===== src/rtl/deserializer_10b_if.sv =====
`default_nettype none
// ============================================================================
// Module      : deserializer_10b_if
// Description : Bundle of the serial-side inputs and the parallel-side outputs
//               of deserializer_10b. "master" is the bit source / decoder side,
//               "slave" is the deserializer itself.
//               Optional feature macro: DESER_ERR_CNT_EN (adds align_err_cnt).
// Revision    : 1.0  initial release
// ============================================================================
interface deserializer_10b_if;
    logic       serial_in;
    logic       rx_en;
    logic [9:0] data_10b_out;
    logic       par_en;
    logic       locked;
    logic       comma_det;
`ifdef DESER_ERR_CNT_EN
    logic [7:0] align_err_cnt;

    modport master (
        output serial_in, rx_en,
        input  data_10b_out, par_en, locked, comma_det, align_err_cnt
    );
    modport slave (
        input  serial_in, rx_en,
        output data_10b_out, par_en, locked, comma_det, align_err_cnt
    );
`else
    modport master (
        output serial_in, rx_en,
        input  data_10b_out, par_en, locked, comma_det
    );
    modport slave (
        input  serial_in, rx_en,
        output data_10b_out, par_en, locked, comma_det
    );
`endif
endinterface
`default_nettype wire


===== src/rtl/deserializer_10b.sv =====
`default_nettype none
// ============================================================================
// Module      : deserializer_10b
// Description : Serial-to-parallel front end of the SerDes receive path.
//               Shifts one bit per enabled cycle, finds 10-bit word
//               boundaries by comma detection and emits aligned code groups
//               with a one-cycle par_en strobe for the downstream decoder.
//               Optional feature macro: DESER_ERR_CNT_EN -- adds an 8-bit
//               saturating count of misaligned commas seen while locked.
// Revision    : 1.0  initial release
// ============================================================================
module deserializer_10b #(
    parameter logic [9:0]  COMMA_P = 10'b0101111100,  // output bit order
    parameter logic [9:0]  COMMA_N = 10'b1010000011,  // output bit order
    parameter int unsigned ERR_MAX = 3                // valid range 1..7
) (
    input  wire logic         clk,
    input  wire logic         rst,
    deserializer_10b_if.slave bus
);

    // Error threshold narrowed to the error counter width.
    localparam logic [2:0] C_ERR_MAX = 3'(ERR_MAX);
    localparam logic [3:0] C_LAST_BIT = 4'd9;

    localparam logic [0:0] ST_HUNT = 1'b0;
    localparam logic [0:0] ST_LOCK = 1'b1;

    // Only nine history bits are kept: the tenth bit of a window is always
    // the bit arriving in the current cycle.
    logic [8:0] sr_q,        sr_d;
    logic [9:0] data_q,      data_d;
    logic       par_en_q,    par_en_d;
    logic       comma_det_q, comma_det_d;
    logic [3:0] bit_cnt_q,   bit_cnt_d;
    logic [2:0] err_cnt_q,   err_cnt_d;
    logic [0:0] state_q,     state_d;

    logic [9:0] w_win;
    logic       w_match;
    logic       w_boundary;
    logic       w_misaligned;
    logic [2:0] w_err_inc;
    logic       w_err_hit;

    // Candidate code group: oldest bit at [9], the incoming bit at [0].
    assign w_win = {sr_q, bus.serial_in};

    // A comma is only meaningful on a cycle that actually carries a bit.
    assign w_match = bus.rx_en && ((w_win == COMMA_P) || (w_win == COMMA_N));

    // Word boundary and misalignment are both decided on bit_cnt, so they
    // can never coincide.
    assign w_boundary   = bus.rx_en && (state_q == ST_LOCK) && (bit_cnt_q == C_LAST_BIT);
    assign w_misaligned = w_match && (state_q == ST_LOCK) && (bit_cnt_q != C_LAST_BIT);

    // err_cnt never exceeds ERR_MAX-1, so the increment cannot overflow.
    assign w_err_inc = err_cnt_q + 3'd1;
    assign w_err_hit = (w_err_inc >= C_ERR_MAX);

    // Next-state logic: alignment FSM, bit counter and misalignment tracking.
    always_comb begin
        sr_d        = sr_q;
        data_d      = data_q;
        par_en_d    = 1'b0;
        comma_det_d = 1'b0;
        bit_cnt_d   = bit_cnt_q;
        err_cnt_d   = err_cnt_q;
        state_d     = state_q;

        if (bus.rx_en) begin
            sr_d        = w_win[8:0];
            comma_det_d = w_match;

            case (state_q)
                ST_HUNT: begin
                    // Any comma defines the word boundary directly.
                    if (w_match) begin
                        data_d    = w_win;
                        par_en_d  = 1'b1;
                        bit_cnt_d = 4'd0;
                        err_cnt_d = 3'd0;
                        state_d   = ST_LOCK;
                    end
                end

                ST_LOCK: begin
                    if (w_boundary) begin
                        data_d    = w_win;
                        par_en_d  = 1'b1;
                        bit_cnt_d = 4'd0;
                        // A comma on the boundary confirms the alignment.
                        if (w_match) begin
                            err_cnt_d = 3'd0;
                        end
                    end else begin
                        bit_cnt_d = bit_cnt_q + 4'd1;
                        if (w_misaligned) begin
                            if (w_err_hit) begin
                                // Too many off-phase commas: drop lock. The
                                // current window is deliberately not reused
                                // to realign; the next comma does that.
                                state_d   = ST_HUNT;
                                bit_cnt_d = 4'd0;
                                err_cnt_d = 3'd0;
                            end else begin
                                err_cnt_d = w_err_inc;
                            end
                        end
                    end
                end

                default: begin
                    state_d   = ST_HUNT;
                    bit_cnt_d = 4'd0;
                    err_cnt_d = 3'd0;
                end
            endcase
        end
    end

    // State registers with asynchronous reset.
    always_ff @(posedge clk or posedge rst) begin
        if (rst) begin
            sr_q        <= 9'd0;
            data_q      <= 10'd0;
            par_en_q    <= 1'b0;
            comma_det_q <= 1'b0;
            bit_cnt_q   <= 4'd0;
            err_cnt_q   <= 3'd0;
            state_q     <= ST_HUNT;
        end else begin
            sr_q        <= sr_d;
            data_q      <= data_d;
            par_en_q    <= par_en_d;
            comma_det_q <= comma_det_d;
            bit_cnt_q   <= bit_cnt_d;
            err_cnt_q   <= err_cnt_d;
            state_q     <= state_d;
        end
    end

    assign bus.data_10b_out = data_q;
    assign bus.par_en       = par_en_q;
    assign bus.comma_det    = comma_det_q;
    // locked is exactly the registered FSM state, so it follows it edge for edge.
    assign bus.locked       = (state_q == ST_LOCK);

`ifdef DESER_ERR_CNT_EN
    logic [7:0] align_err_cnt_q;

    // Saturating lifetime count of misaligned commas; only rst clears it.
    always_ff @(posedge clk or posedge rst) begin
        if (rst) begin
            align_err_cnt_q <= 8'd0;
        end else if (w_misaligned && (align_err_cnt_q != 8'hFF)) begin
            align_err_cnt_q <= align_err_cnt_q + 8'd1;
        end
    end

    assign bus.align_err_cnt = align_err_cnt_q;
`endif

endmodule
`default_nettype wire

===== src/flat_wrapper.sv =====
// flat-port wrapper written by rule: the top's interface ports become plain ports
module deserializer_10b_flat 
#(
    parameter logic [9:0]  COMMA_P = 10'b0101111100,                     
    parameter logic [9:0]  COMMA_N = 10'b1010000011,                     
    parameter int unsigned ERR_MAX = 3                                   
)
  (clk, rst, bus_serial_in, bus_rx_en, bus_data_10b_out, bus_par_en, bus_locked, bus_comma_det);
  deserializer_10b_if bus_i ();
  input  wire logic clk;
  input  wire logic rst;
  input wire logic [$bits(bus_i.serial_in)-1:0] bus_serial_in;
  input wire logic [$bits(bus_i.rx_en)-1:0] bus_rx_en;
  output wire logic [$bits(bus_i.data_10b_out)-1:0] bus_data_10b_out;
  output wire logic [$bits(bus_i.par_en)-1:0] bus_par_en;
  output wire logic [$bits(bus_i.locked)-1:0] bus_locked;
  output wire logic [$bits(bus_i.comma_det)-1:0] bus_comma_det;
  assign bus_i.serial_in = bus_serial_in;
  assign bus_i.rx_en = bus_rx_en;
  assign bus_data_10b_out = bus_i.data_10b_out;
  assign bus_par_en = bus_i.par_en;
  assign bus_locked = bus_i.locked;
  assign bus_comma_det = bus_i.comma_det;
  deserializer_10b #(.COMMA_P(COMMA_P), .COMMA_N(COMMA_N), .ERR_MAX(ERR_MAX)) u_core (.clk(clk), .rst(rst), .bus(bus_i));
endmodule

===== config.mk =====
export PLATFORM = sky130hd
export DESIGN_NAME = deserializer_10b_flat
export DESIGN_NICKNAME = d
export VERILOG_FILES = /design/src/rtl/deserializer_10b_if.sv /design/src/rtl/deserializer_10b.sv /design/src/flat_wrapper.sv
export SDC_FILE = /design/constraint.sdc
export NUM_CORES = 1
export LEC_CHECK = 0
export ABC_AREA = 1
export CORE_MARGIN = 2
export CORE_UTILIZATION = 59
export DETAILED_ROUTE_END_ITERATION = 10
export PLACE_DENSITY = 0.83
export SYNTH_ARGS = -nofsm -noshare
export SYNTH_HDL_FRONTEND = slang
export SYNTH_SLANG_ARGS = --single-unit

===== constraint.sdc =====
create_clock -name clk -period 4.25 [get_ports clk]
set_input_delay 0.425 -clock clk [delete_from_list [all_inputs] [get_ports clk]]
set_output_delay 0.425 -clock clk [all_outputs]
set_load 0.01 [all_outputs]

==> results of run 1 <==
==> worst reg2reg max path: stages, from the launching register on <==
cell      delay, ps
dfrtp_1         440
ha_1            220
nand2_1         110
nor2_4           60
a21boi_4        230
nor2_4           70
nand2_4         240
nand2_1         130
o21ai_2          70
==> cell families after synthesis <==
kind of cell | after synthesis
adder cells (fa/ha/maj) | 4
flip-flops | 29
XOR/XNOR | 3
AO/OA/AOI/OAI | 21
buffers and inverters | 27
AND/OR/NAND/NOR | 89
==> flip-flops by register name, indices dropped and copies added (netlist names) <==
register / count
u_core.bus.data_10b_out: 10
u_core.sr_q: 9
u_core.bus.comma_det: 1
u_core.bit_cnt_q: 4
u_core.err_cnt_q: 3
u_core.bus.par_en: 1
u_core.bus.locked: 1
==> metrics by stage <==
stage | util | total power [W]
after floorplan | - | 0.000426
after global placement | 0.680 | 0.000455
after detailed placement | 0.680 | 0.000464
after CTS | 0.701 | 0.000622
after global routing | 0.701 | 0.000661
final | 0.701 | 0.000617
==> per-layer routing <==
layer  vias to the layer above  track usage
met4                         0       0.0792
met5                         -            0
li1                        579            -
met3                         2       0.0956
met1                       556        0.287
met2                        33        0.363
==> path summary, 6_finish.rpt <==
path                                       startpoint                    endpoint  slack (ps)  depth (start not counted)
setup / recovery                            bus_rx_en  u_core.bus.data_10b_out[6]        2270                          8
hold / removal             u_core.bus.data_10b_out[9]  u_core.bus.data_10b_out[9]         490                          2
setup reg to reg                  u_core.bit_cnt_q[0]  u_core.bus.data_10b_out[6]        2610                          8
hold reg to reg            u_core.bus.data_10b_out[9]  u_core.bus.data_10b_out[9]         490                          2
max in group asynchronous                         rst         u_core.err_cnt_q[0]        2940                          2
min in group asynchronous                         rst         u_core.bit_cnt_q[3]         660                          2
==> where the power goes <==
group / internal, W / switching [W] / total (W) / leakage [nW]
Clock: 0.0000628 / 0.0000962 / 0.000159 / 0.0320
Sequential: 0.000306 / 0.0000334 / 0.000339 / 0.387
Combinational: 0.0000482 / 0.0000707 / 0.000119 / 0.451
==> cell type report <==
| cell class | count | area (µm²) | area share |
|---|---|---|---|
| Inverter | 23 | 91.3 | 0.0536 |
| Tap cell | 30 | 37.5 | 0.0220 |
| Clock buffer | 6 | 41.3 | 0.0242 |
| Multi-Input combinational cell | 117 | 639 | 0.375 |
| Sequential cell | 29 | 726 | 0.426 |
| Clock inverter | 2 | 10.0 | 0.00587 |
| Timing Repair Buffer | 16 | 160 | 0.0939 |
==> cells in the mapped netlist (all sizes together) <==
| master | number |
|---|---|
| nand3b | 1 |
| nand2 | 57 |
| dfrtp | 29 |
| xnor2 | 1 |
| o21bai | 1 |
| nor3 | 3 |
| inv | 23 |
| nand4 | 1 |
| o21ai | 19 |
| buf | 3 |
| xor2 | 2 |
| nor2 | 15 |
| a21boi | 1 |
| ha | 4 |
| nand3 | 12 |
| clkbuf | 1 |
==> cells in the final DEF (no fill, tap or decap) <==
cell type | netlist | routed
dfrtp_1 | 29 | 29
o21ai_2 | 9 | 9
nor2_4 | 2 | 2
nor3_1 | 3 | 3
clkdlybuf4s50_1 | 0 | 16
clkbuf_4 | 0 | 5
inv_4 | 2 | 2
ha_1 | 4 | 4
nand4_1 | 1 | 1
nor2_1 | 12 | 12
nand3_1 | 12 | 12
inv_1 | 18 | 18
a21boi_4 | 1 | 1
nor2_2 | 1 | 1
nand2_8 | 1 | 1
clkbuf_1 | 1 | 1
nand2_4 | 1 | 1
o21bai_1 | 1 | 1
nand2_1 | 52 | 52
nand2_2 | 3 | 3
o21ai_0 | 10 | 10
xnor2_1 | 1 | 1
inv_2 | 3 | 3
nand3b_1 | 1 | 1
clkinv_2 | 0 | 2
xor2_1 | 2 | 2
==> key figures, run 1 <==
Synthesis
  – Mux share of post-synthesis cell area: 0
  – Post-Synthesis Cells: 173
  – Adder-cell area share of the yosys netlist: 0.0335
  – Flops & latches, synth: 29
  – Leading post-synthesis cells by cell area: dfrtp_1 (49%), nand2_1 (13%), o21ai_2 (5.3%)
  – Ys Warns: 0
  – Syn Area/Cell: around 8.6 µm²
  – Synth Area in XOR/XNOR: 0.0176
  – Synth Area in Compound Gates: 0.104
  – Area leader, netlist: dfrtp_1
  – Top cell type's share of synthesized area: 0.486
  – Main combinational cell family by area after synthesis: simple AND/OR/NAND/NOR gates
  – Synthesized Nets: ~180
  – Mapped Area: approximately 1500 µm²
  – Sequential-to-total area share from yosys stat: 0.486
  – Simple-gate share of the synthesized area: 0.273
  – Netlist cell types: 24

Timing
  – Final Max Slew Viols: 0
  – Setup TNS: 0 ps
  – PnR worst setup slack: approximately 2300 ps
  – Final setup violation count: 0
  – Measured slew at the worst slew-check pin: 1080 ps
  – Fmax: between 500 and 600 MHz
  – RSZ-0062 raised after global routing: false
  – Min Clock Period, post-route: just under 2000 ps
  – Slew headroom: 0.282
  – Clock Skew: a little over 10 ps
  – Hold Fails Final Rpt: 0
  – Hold Slack: approximately 490 ps
  – Final worst-path cycle share: 0.465

Placement
  – Pre-CTS setup slack: between 1500 and 2000 ps
  – Port bufs: 16
  – GP Congestion: between 0.8 and 0.9
  – Area of placed instances: about 1700 µm²
  – HPWL after DPL: between 2000 and 2500 µm
  – Placed insts: approximately 220

Setup path
  – Slowest CP cell: clkdlybuf4s50_1
  – Critical Path RT: roughly 4500 ps
  – CP Buf/Inv Count: 2
  – Crit Path Category: in -> reg
  – Worst Path Arrival: around 2200 ps
  – Worst Path Max Fanout: 20
  – Worst-path cell chain: clkdlybuf4s50_1, nand2_8, inv_4, a21boi_4, nor2_4, nand2_4, nand2_1, o21ai_2
  – Largest delay contributor family on the critical path: buffers and inverters
  – Critical path's largest stage delay: 760 ps
  – CP Capture Type: register
  – Crit start category: primary input

Die
  – Io pins: 17
  – Number of core rows: 18
  – Die area: ~3000 µm²
  – Core area: 2430 µm²
  – Die H: around 54 µm
  – Initial Util: 0.614
  – Die width: around 54 µm

Layout
  – Fillers: 194
  – Final cell count without fillers: 223
  – Non-Filler Cell Area, Final: roughly 1700 µm²
  – Nets: 200
  – Layout cell share with drive strength beyond 1: 0.155
  – Inserted Diodes: 0
  – P&R area growth vs syn: 14.2%

Detailed routing
  – Vias: 1170
  – Drc violations: 0
  – WL met2: roughly 1400 µm
  – Drt total wl: roughly 2900 µm
  – Initial DRC count: 41
  – Met3 WL: around 150 µm
  – Max layer used: met4
  – WL met1: 1270 µm
  – Vias per Instance: 5.25
  – Routed wire per std cell: about 13 µm
  – Post-DRT Antenna Nets: 0
  – TritonRoute pass-1 iters: 4

Clocking
  – Cts repair resizes: 0
  – Clk buf depth: 2
  – CTS tree: yes
  – CTS Hold Bufs: 0
  – Clock latency at the later pin of the worst-skew pair: around 330 ps
  – Total CTS buffers: 5
  – Setup Fix Bufs, Post-CTS: 0
  – CTS H-Tree Depth: 2
  – Clk pin slew, worst setup/hold paths: ~90 ps
  – Root Buffer: clkbuf_4
  – CTS Sinks: 29

Power
  – Peak VDD IR: ~0.27 mV
  – Leak: ~0.87 nW
  – Pwr Density: 362 nW/µm²

Worst hold path
  – Hold/Removal Path Class: reg -> reg

Status
  – Status: completed

Global routing
  – Initial antenna violation count: 0
  – Wire length of the first global-routing pass: approximately 4700 µm
  – Vias in the first global route: roughly 1100
  – Largest net degree at the start of global routing: 30
  – Grt total ovfl: 0
  – Gr usage total: 0.231

Job
  – Max-Cap Viols: 0
Power figures use the tool's default switching activity.
==> inputs of run 2 (changes only) <==
--- a/config.mk
+++ b/config.mk
@@ -7,9 +7,9 @@
 export LEC_CHECK = 0
 export ABC_AREA = 1
 export CORE_MARGIN = 2
-export CORE_UTILIZATION = 59
+export CORE_UTILIZATION = 49
 export DETAILED_ROUTE_END_ITERATION = 10
-export PLACE_DENSITY = 0.83
+export PLACE_DENSITY = 0.74
 export SYNTH_ARGS = -nofsm -noshare
 export SYNTH_HDL_FRONTEND = slang
 export SYNTH_SLANG_ARGS = --single-unit
==> constraint.sdc (replaced) <==
create_clock -name clk -period 1.8 [get_ports clk]
set_input_delay 0.18 -clock clk [delete_from_list [all_inputs] [get_ports clk]]
set_output_delay 0.18 -clock clk [all_outputs]
set_load 0.01 [all_outputs]
==> key figures, run 2 (synthesized netlist as in run 1, its figures left out) <==
Status
  – Status: completed (unchanged)

Placement
  – Area of placed instances: 1680 µm² (was 1650 µm²)
  – HPWL after DPL: 2130 µm (was 2150 µm)
  – Port bufs: 16 (unchanged)
  – Placed insts: 221 (was 215)
  – GP Congestion: 0.916 (was 0.839)

Setup path
  – R2r startpoint: u_core.bit_cnt_q[0] (unchanged)
  – Critical path's largest stage delay: 590 ps (was 760 ps)
  – CP Buf/Inv Count: 1 (was 2)
  – Critical Path RT: 1620 ps (was 4510 ps)
  – Worst Path Max Fanout: 4 (was 20)
  – Slowest CP cell: clkdlybuf4s50_1 (unchanged)
  – CP Capture Type: primary output (was register)
  – Reg2Reg Capture Point: u_core.bus.data_10b_out[4] (was u_core.bus.data_10b_out[6])
  – Largest delay contributor family on the critical path: buffers and inverters (unchanged)
  – R2r setup slk: 230 ps (was 2610 ps)
  – Crit start category: register (was primary input)
  – Worst Path Arrival: 1410 ps (was 2240 ps)
  – Worst R2R Path Depth: 8 (unchanged)
  – Crit Path Category: reg -> out (was in -> reg)
  – Worst-path cell chain: clkdlybuf4s50_1 (was clkdlybuf4s50_1, nand2_8, inv_4, a21boi_4, nor2_4, nand2_4, nand2_1, o21ai_2)

Timing
  – Min Clock Period, post-route: approximately 1600 ps
  – Clock Skew: 6.90 ps (was 10.3 ps)
  – RSZ-0062 raised after global routing: false (unchanged)
  – Final worst-path cycle share: 0.886
  – Hold Slack: 216 ps (was 495 ps)
  – Hold Fails Final Rpt: 0 (unchanged)
  – Slew headroom: 0.759 (was 0.282)
  – Final setup violation count: 0 (unchanged)
  – Final Max Slew Viols: 0 (unchanged)
  – Setup TNS: 0 ps (unchanged)
  – Fmax: roughly 630 MHz
  – Measured slew at the worst slew-check pin: 362 ps (was 1080 ps)

Detailed routing
  – Initial DRC count: 54 (was 41)
  – Routed wire per std cell: 12.1 µm (was 12.9 µm)
  – Drt total wl: 2780 µm (was 2870 µm)
  – Post-DRT Antenna Nets: 0 (unchanged)
  – Drc violations: 0 (unchanged)
  – Vias per Instance: 5.09 (was 5.25)
  – Vias: 1166 (was 1170)
  – TritonRoute pass-1 iters: 4 (unchanged)

Global routing
  – Grt total ovfl: 0 (unchanged)
  – Wire length of the first global-routing pass: 4970 µm (was 4660 µm)
  – Initial antenna violation count: 0 (unchanged)
  – Vias in the first global route: 1144 (was 1054)
  – Largest net degree at the start of global routing: 30 (unchanged)
  – Gr usage total: 0.195 (was 0.231)

Layout
  – Most common cell after layout, fill and taps aside: nand2_1 (unchanged)
  – Inserted Diodes: 0 (unchanged)
  – Layout cell share with drive strength beyond 1: 0.173 (was 0.155)
  – Fillers: 271 (was 194)
  – Final cell count without fillers: 229 (was 223)
  – Non-Filler Cell Area, Final: 1750 µm² (was 1710 µm²)
  – Commonest cells after routing, fill and taps aside: nand2_1 (52), dfrtp_1 (29), inv_1 (18), clkdlybuf4s50_1 (16) (unchanged)
  – Nets: 203 (was 200)
  – P&R area growth vs syn: 17.2% (was 14.2%)
  – Max reg flops: 10 (unchanged)

Worst hold path
  – Hold/Removal Path Class: in -> async (was reg -> reg)

Clocking
  – Total CTS buffers: 5 (unchanged)
  – CTS tree: yes (unchanged)
  – CTS Sinks: 29 (unchanged)
  – Clk pin slew, worst setup/hold paths: 90 ps (about the same)
  – CTS Hold Bufs: 0 (unchanged)
  – Clock latency at the later pin of the worst-skew pair: 330 ps (about the same)
  – Setup Fix Bufs, Post-CTS: 0 (unchanged)
  – Clk buf depth: 2 (unchanged)
  – Cts repair resizes: 0 (unchanged)
  – CTS H-Tree Depth: 2 (unchanged)
  – Root Buffer: clkbuf_4 (unchanged)

Die
  – Number of core rows: 20 (was 18)
  – Initial Util: 0.502 (was 0.614)
  – Die width: 59.2 µm (was 54.3 µm)
  – Io pins: 17 (unchanged)
  – Die area: 3510 µm² (was 2950 µm²)
  – Core area: 2980 µm² (was 2430 µm²)
  – Die H: 59.2 µm (was 54.3 µm)

Power
  – Peak VDD IR: 0.392 mV (was 0.272 mV)
  – PnR Total Power: 0.00153 W (was 0.000617 W)
  – Leak: 0.894 nW (was 0.870 nW)
  – Pwr Density: 874 nW/µm² (was 362 nW/µm²)

Job
  – Max-Cap Viols: 0 (unchanged)
run 2: worst max-delay path by stage:
stage | start | slack (ps) | cells past startpoint | end
CTS | u_core.bus.locked | 170 | 1 | bus_locked
global route | u_core.bit_cnt_q[0] | 110 | 8 | u_core.bus.data_10b_out[2]
floorplan | u_core.bit_cnt_q[0] | 400 | 10 | u_core.bus.data_10b_out[3]
finish | u_core.bus.locked | 210 | 1 | bus_locked
global placement | bus_rx_en | 110 | 9 | u_core.bus.data_10b_out[3]
detailed placement | bus_rx_en | 40 | 8 | u_core.bus.data_10b_out[4]
run 2: per-layer routing:
layer / track usage / wire length [µm] / vias up
met1: 0.227 / 1180 / 556
li1: - / - / 581
met5: 0 / 0 / -
met4: 0.104 / 74 / 0
met2: 0.320 / 1420 / 21
met3: 0.0590 / 105 / 8
run 2: final cells by class:
cell class              count  area, µm²  share of cell area
clock buffers               7       65.1              0.0372
clock inverters             1       5.00             0.00286
inverters                  23       91.3              0.0522
multi-input cells         117        639               0.365
flip-flops and latches     29        726               0.415
well taps                  33       41.3              0.0236
repair buffers             19        183               0.104
run 2: report_power, final:
part | switching, W | internal [W] | leakage, nW | total (W)
logic | 0.000169 | 0.000118 | 0.466 | 0.000287
clock network | 0.000219 | 0.000226 | 0.0413 | 0.000445
registers | 0.0000767 | 0.000722 | 0.387 | 0.000798
total | 0.000464 | 0.00107 | 0.894 | 0.00153
run 2: metrics by stage:
step                       util  setup WS [ps]
after floorplan               -            395
after global placement    0.564            108
after detailed placement  0.564           43.1
after CTS                 0.588            170
after global routing      0.588            113
final                     0.588            206
==> inputs of run 3 (changes only) <==
--- a/config.mk
+++ b/config.mk
@@ -6,7 +6,6 @@
 export NUM_CORES = 1
 export LEC_CHECK = 0
 export ABC_AREA = 1
-export CORE_MARGIN = 2
 export CORE_UTILIZATION = 49
 export DETAILED_ROUTE_END_ITERATION = 10
 export PLACE_DENSITY = 0.74
==> key figures, run 3 (synthesized netlist as in run 1, its figures left out) <==
Power
  – Leak: 0.885 nW (was 0.894 nW)
  – Pwr Density: 842 nW/µm² (was 874 nW/µm²)
  – Peak VDD IR: 0.527 mV (was 0.392 mV)

Setup path
  – Critical path's largest stage delay: 590 ps (about the same)
  – Worst-path cell chain: clkdlybuf4s50_1 (unchanged)
  – Crit Path Category: reg -> out (unchanged)
  – Crit start category: register (unchanged)
  – Largest delay contributor family on the critical path: buffers and inverters (unchanged)
  – CP Buf/Inv Count: 1 (unchanged)
  – Critical Path RT: 1620 ps (about the same)
  – R2r setup slk: 210 ps (was 230 ps)
  – Worst Path Max Fanout: 4 (unchanged)
  – CP Capture Type: primary output (unchanged)
  – Slowest CP cell: clkdlybuf4s50_1 (unchanged)
  – Worst Path Arrival: 1410 ps (about the same)

Clocking
  – CTS H-Tree Depth: 2 (unchanged)
  – Clk pin slew, worst setup/hold paths: 90 ps (about the same)
  – Cts repair resizes: 0 (unchanged)
  – Setup Fix Bufs, Post-CTS: 0 (unchanged)
  – Clock latency at the later pin of the worst-skew pair: 330 ps (about the same)
  – Total CTS buffers: 5 (unchanged)
  – CTS Hold Bufs: 0 (unchanged)
  – CTS Sinks: 29 (unchanged)
  – Clk buf depth: 2 (unchanged)
  – Root Buffer: clkbuf_4 (unchanged)
  – CTS tree: yes (unchanged)

Status
  – Failing checks: DRC
  – Status: finished with violations (was completed)

Placement
  – Area of placed instances: 1680 µm² (about the same)
  – Port bufs: 16 (unchanged)
  – GP Congestion: 0.917 (was 0.916)
  – HPWL after DPL: 1950 µm (was 2130 µm)
  – Pre-CTS setup slack: 61.9 ps (was 43.1 ps)

Layout
  – Most common cell after layout, fill and taps aside: nand2_1 (unchanged)
  – Non-Filler Cell Area, Final: 1730 µm² (was 1750 µm²)
  – Nets: 203 (unchanged)
  – Inserted Diodes: 0 (unchanged)
  – Fillers: 246 (was 271)
  – P&R area growth vs syn: 15.7% (was 17.2%)
  – Commonest cells after routing, fill and taps aside: nand2_1 (52), dfrtp_1 (29), inv_1 (18), clkdlybuf4s50_1 (16) (unchanged)
  – Layout cell share with drive strength beyond 1: 0.168 (was 0.173)
  – Max reg flops: 10 (unchanged)
  – Core occupancy in the finished layout: 0.611 (was 0.588)

Die
  – Die area: 3270 µm² (was 3510 µm²)
  – Core area: 2830 µm² (was 2980 µm²)
  – Io pins: 17 (unchanged)
  – Die width: 57.2 µm (was 59.2 µm)
  – Number of core rows: 19 (was 20)
  – Initial Util: 0.528 (was 0.502)
  – Die H: 57.2 µm (was 59.2 µm)

Timing
  – Hold Fails Final Rpt: 0 (unchanged)
  – Setup TNS: 0 ps (unchanged)
  – RSZ-0062 raised after global routing: false (unchanged)
  – Measured slew at the worst slew-check pin: 358 ps (was 362 ps)
  – Slew headroom: 0.761 (was 0.759)
  – Final Max Slew Viols: 0 (unchanged)
  – Fmax: 628 MHz (was 627 MHz)
  – Final setup violation count: 0 (unchanged)
  – Final worst-path cycle share: 0.885 (was 0.886)
  – PnR worst setup slack: 208 ps (was 206 ps)
  – Clock Skew: 4.27 ps (was 6.90 ps)
  – Min Clock Period, post-route: 1590 ps (about the same)

Global routing
  – Initial antenna violation count: 0 (unchanged)
  – Wire length of the first global-routing pass: 4790 µm (was 4970 µm)
  – Vias in the first global route: 1081 (was 1144)
  – Largest net degree at the start of global routing: 30 (unchanged)
  – Grt total ovfl: 0 (unchanged)
  – Gr usage total: 0.197 (was 0.195)

Detailed routing
  – Initial DRC count: 57 (was 54)
  – TritonRoute pass-1 iters: 8 (was 4)
  – Routed wire per std cell: 11.4 µm (was 12.1 µm)
  – Vias per Instance: 5.03 (was 5.09)
  – Vias: 1142 (was 1166)
  – Drc violations: 5 (was 0)
  – Drt total wl: 2600 µm (was 2780 µm)
  – Post-DRT Antenna Nets: 0 (unchanged)

Job
  – Max-Cap Viols: 0 (unchanged)

Worst hold path
  – Hold/Removal Path Class: in -> async (unchanged)
==> run 3: layout make-up <==
type,count,area (µm²),share of cell area
Sequential cell,29,726,0.420
Multi-Input combinational cell,117,639,0.370
Timing Repair Buffer,19,183,0.106
Inverter,23,91.3,0.0528
Clock buffer,6,41.3,0.0239
Tap cell,31,38.8,0.0224
Clock inverter,2,10.0,0.00579
==> run 3: final timing paths <==
check | start | to | cells past startpoint
max | u_core.bus.locked | bus_locked | 1
min | rst | u_core.sr_q[5] | 3
max reg2reg | u_core.bit_cnt_q[0] | u_core.bus.data_10b_out[3] | 9
min reg2reg | u_core.bus.data_10b_out[8] | u_core.bus.data_10b_out[8] | 2
max in group asynchronous | rst | u_core.err_cnt_q[2] | 3
min in group clk | u_core.bus.data_10b_out[8] | u_core.bus.data_10b_out[8] | 2
==> run 3: per-stage QoR <==
step / cells / hold WS, ps / power (W)
global route: 227 / 247 / 0.00156
detailed placement: 219 / 467 / 0.00110
CTS: 227 / 202 / 0.00147
finish: 227 / 208 / 0.00146
floorplan: 173 / 258 / 0.00101
global placement: 219 / 468 / 0.00109
==> run 3: worst register-to-register path, cell delays in order, from the launching register on <==
cell and delay [ps]:
dfrtp_1 450, ha_1 220, nand2_1 100, nor2_4 60, a21boi_4 220, nor2_4 60, nand2_4 230, inv_4 50
nand2_2 50, nand2_1 40
==> run 3: routing by layer <==
layer  part of all wire  GRT usage  vias up
met3              0.050     0.0680        6
met2               0.48      0.314       28
li1                   -          -      583
met5                  0          0        -
met1               0.45      0.240      525
met4              0.021     0.0976        0
==> run 3: power by group <==
part | switching [W] | total [W] | internal (W)
sequential | 0.0000804 | 0.000802 | 0.000722
combinational | 0.000160 | 0.000278 | 0.000118
clock | 0.000227 | 0.000375 | 0.000148
total | 0.000467 | 0.00146 | 0.000988
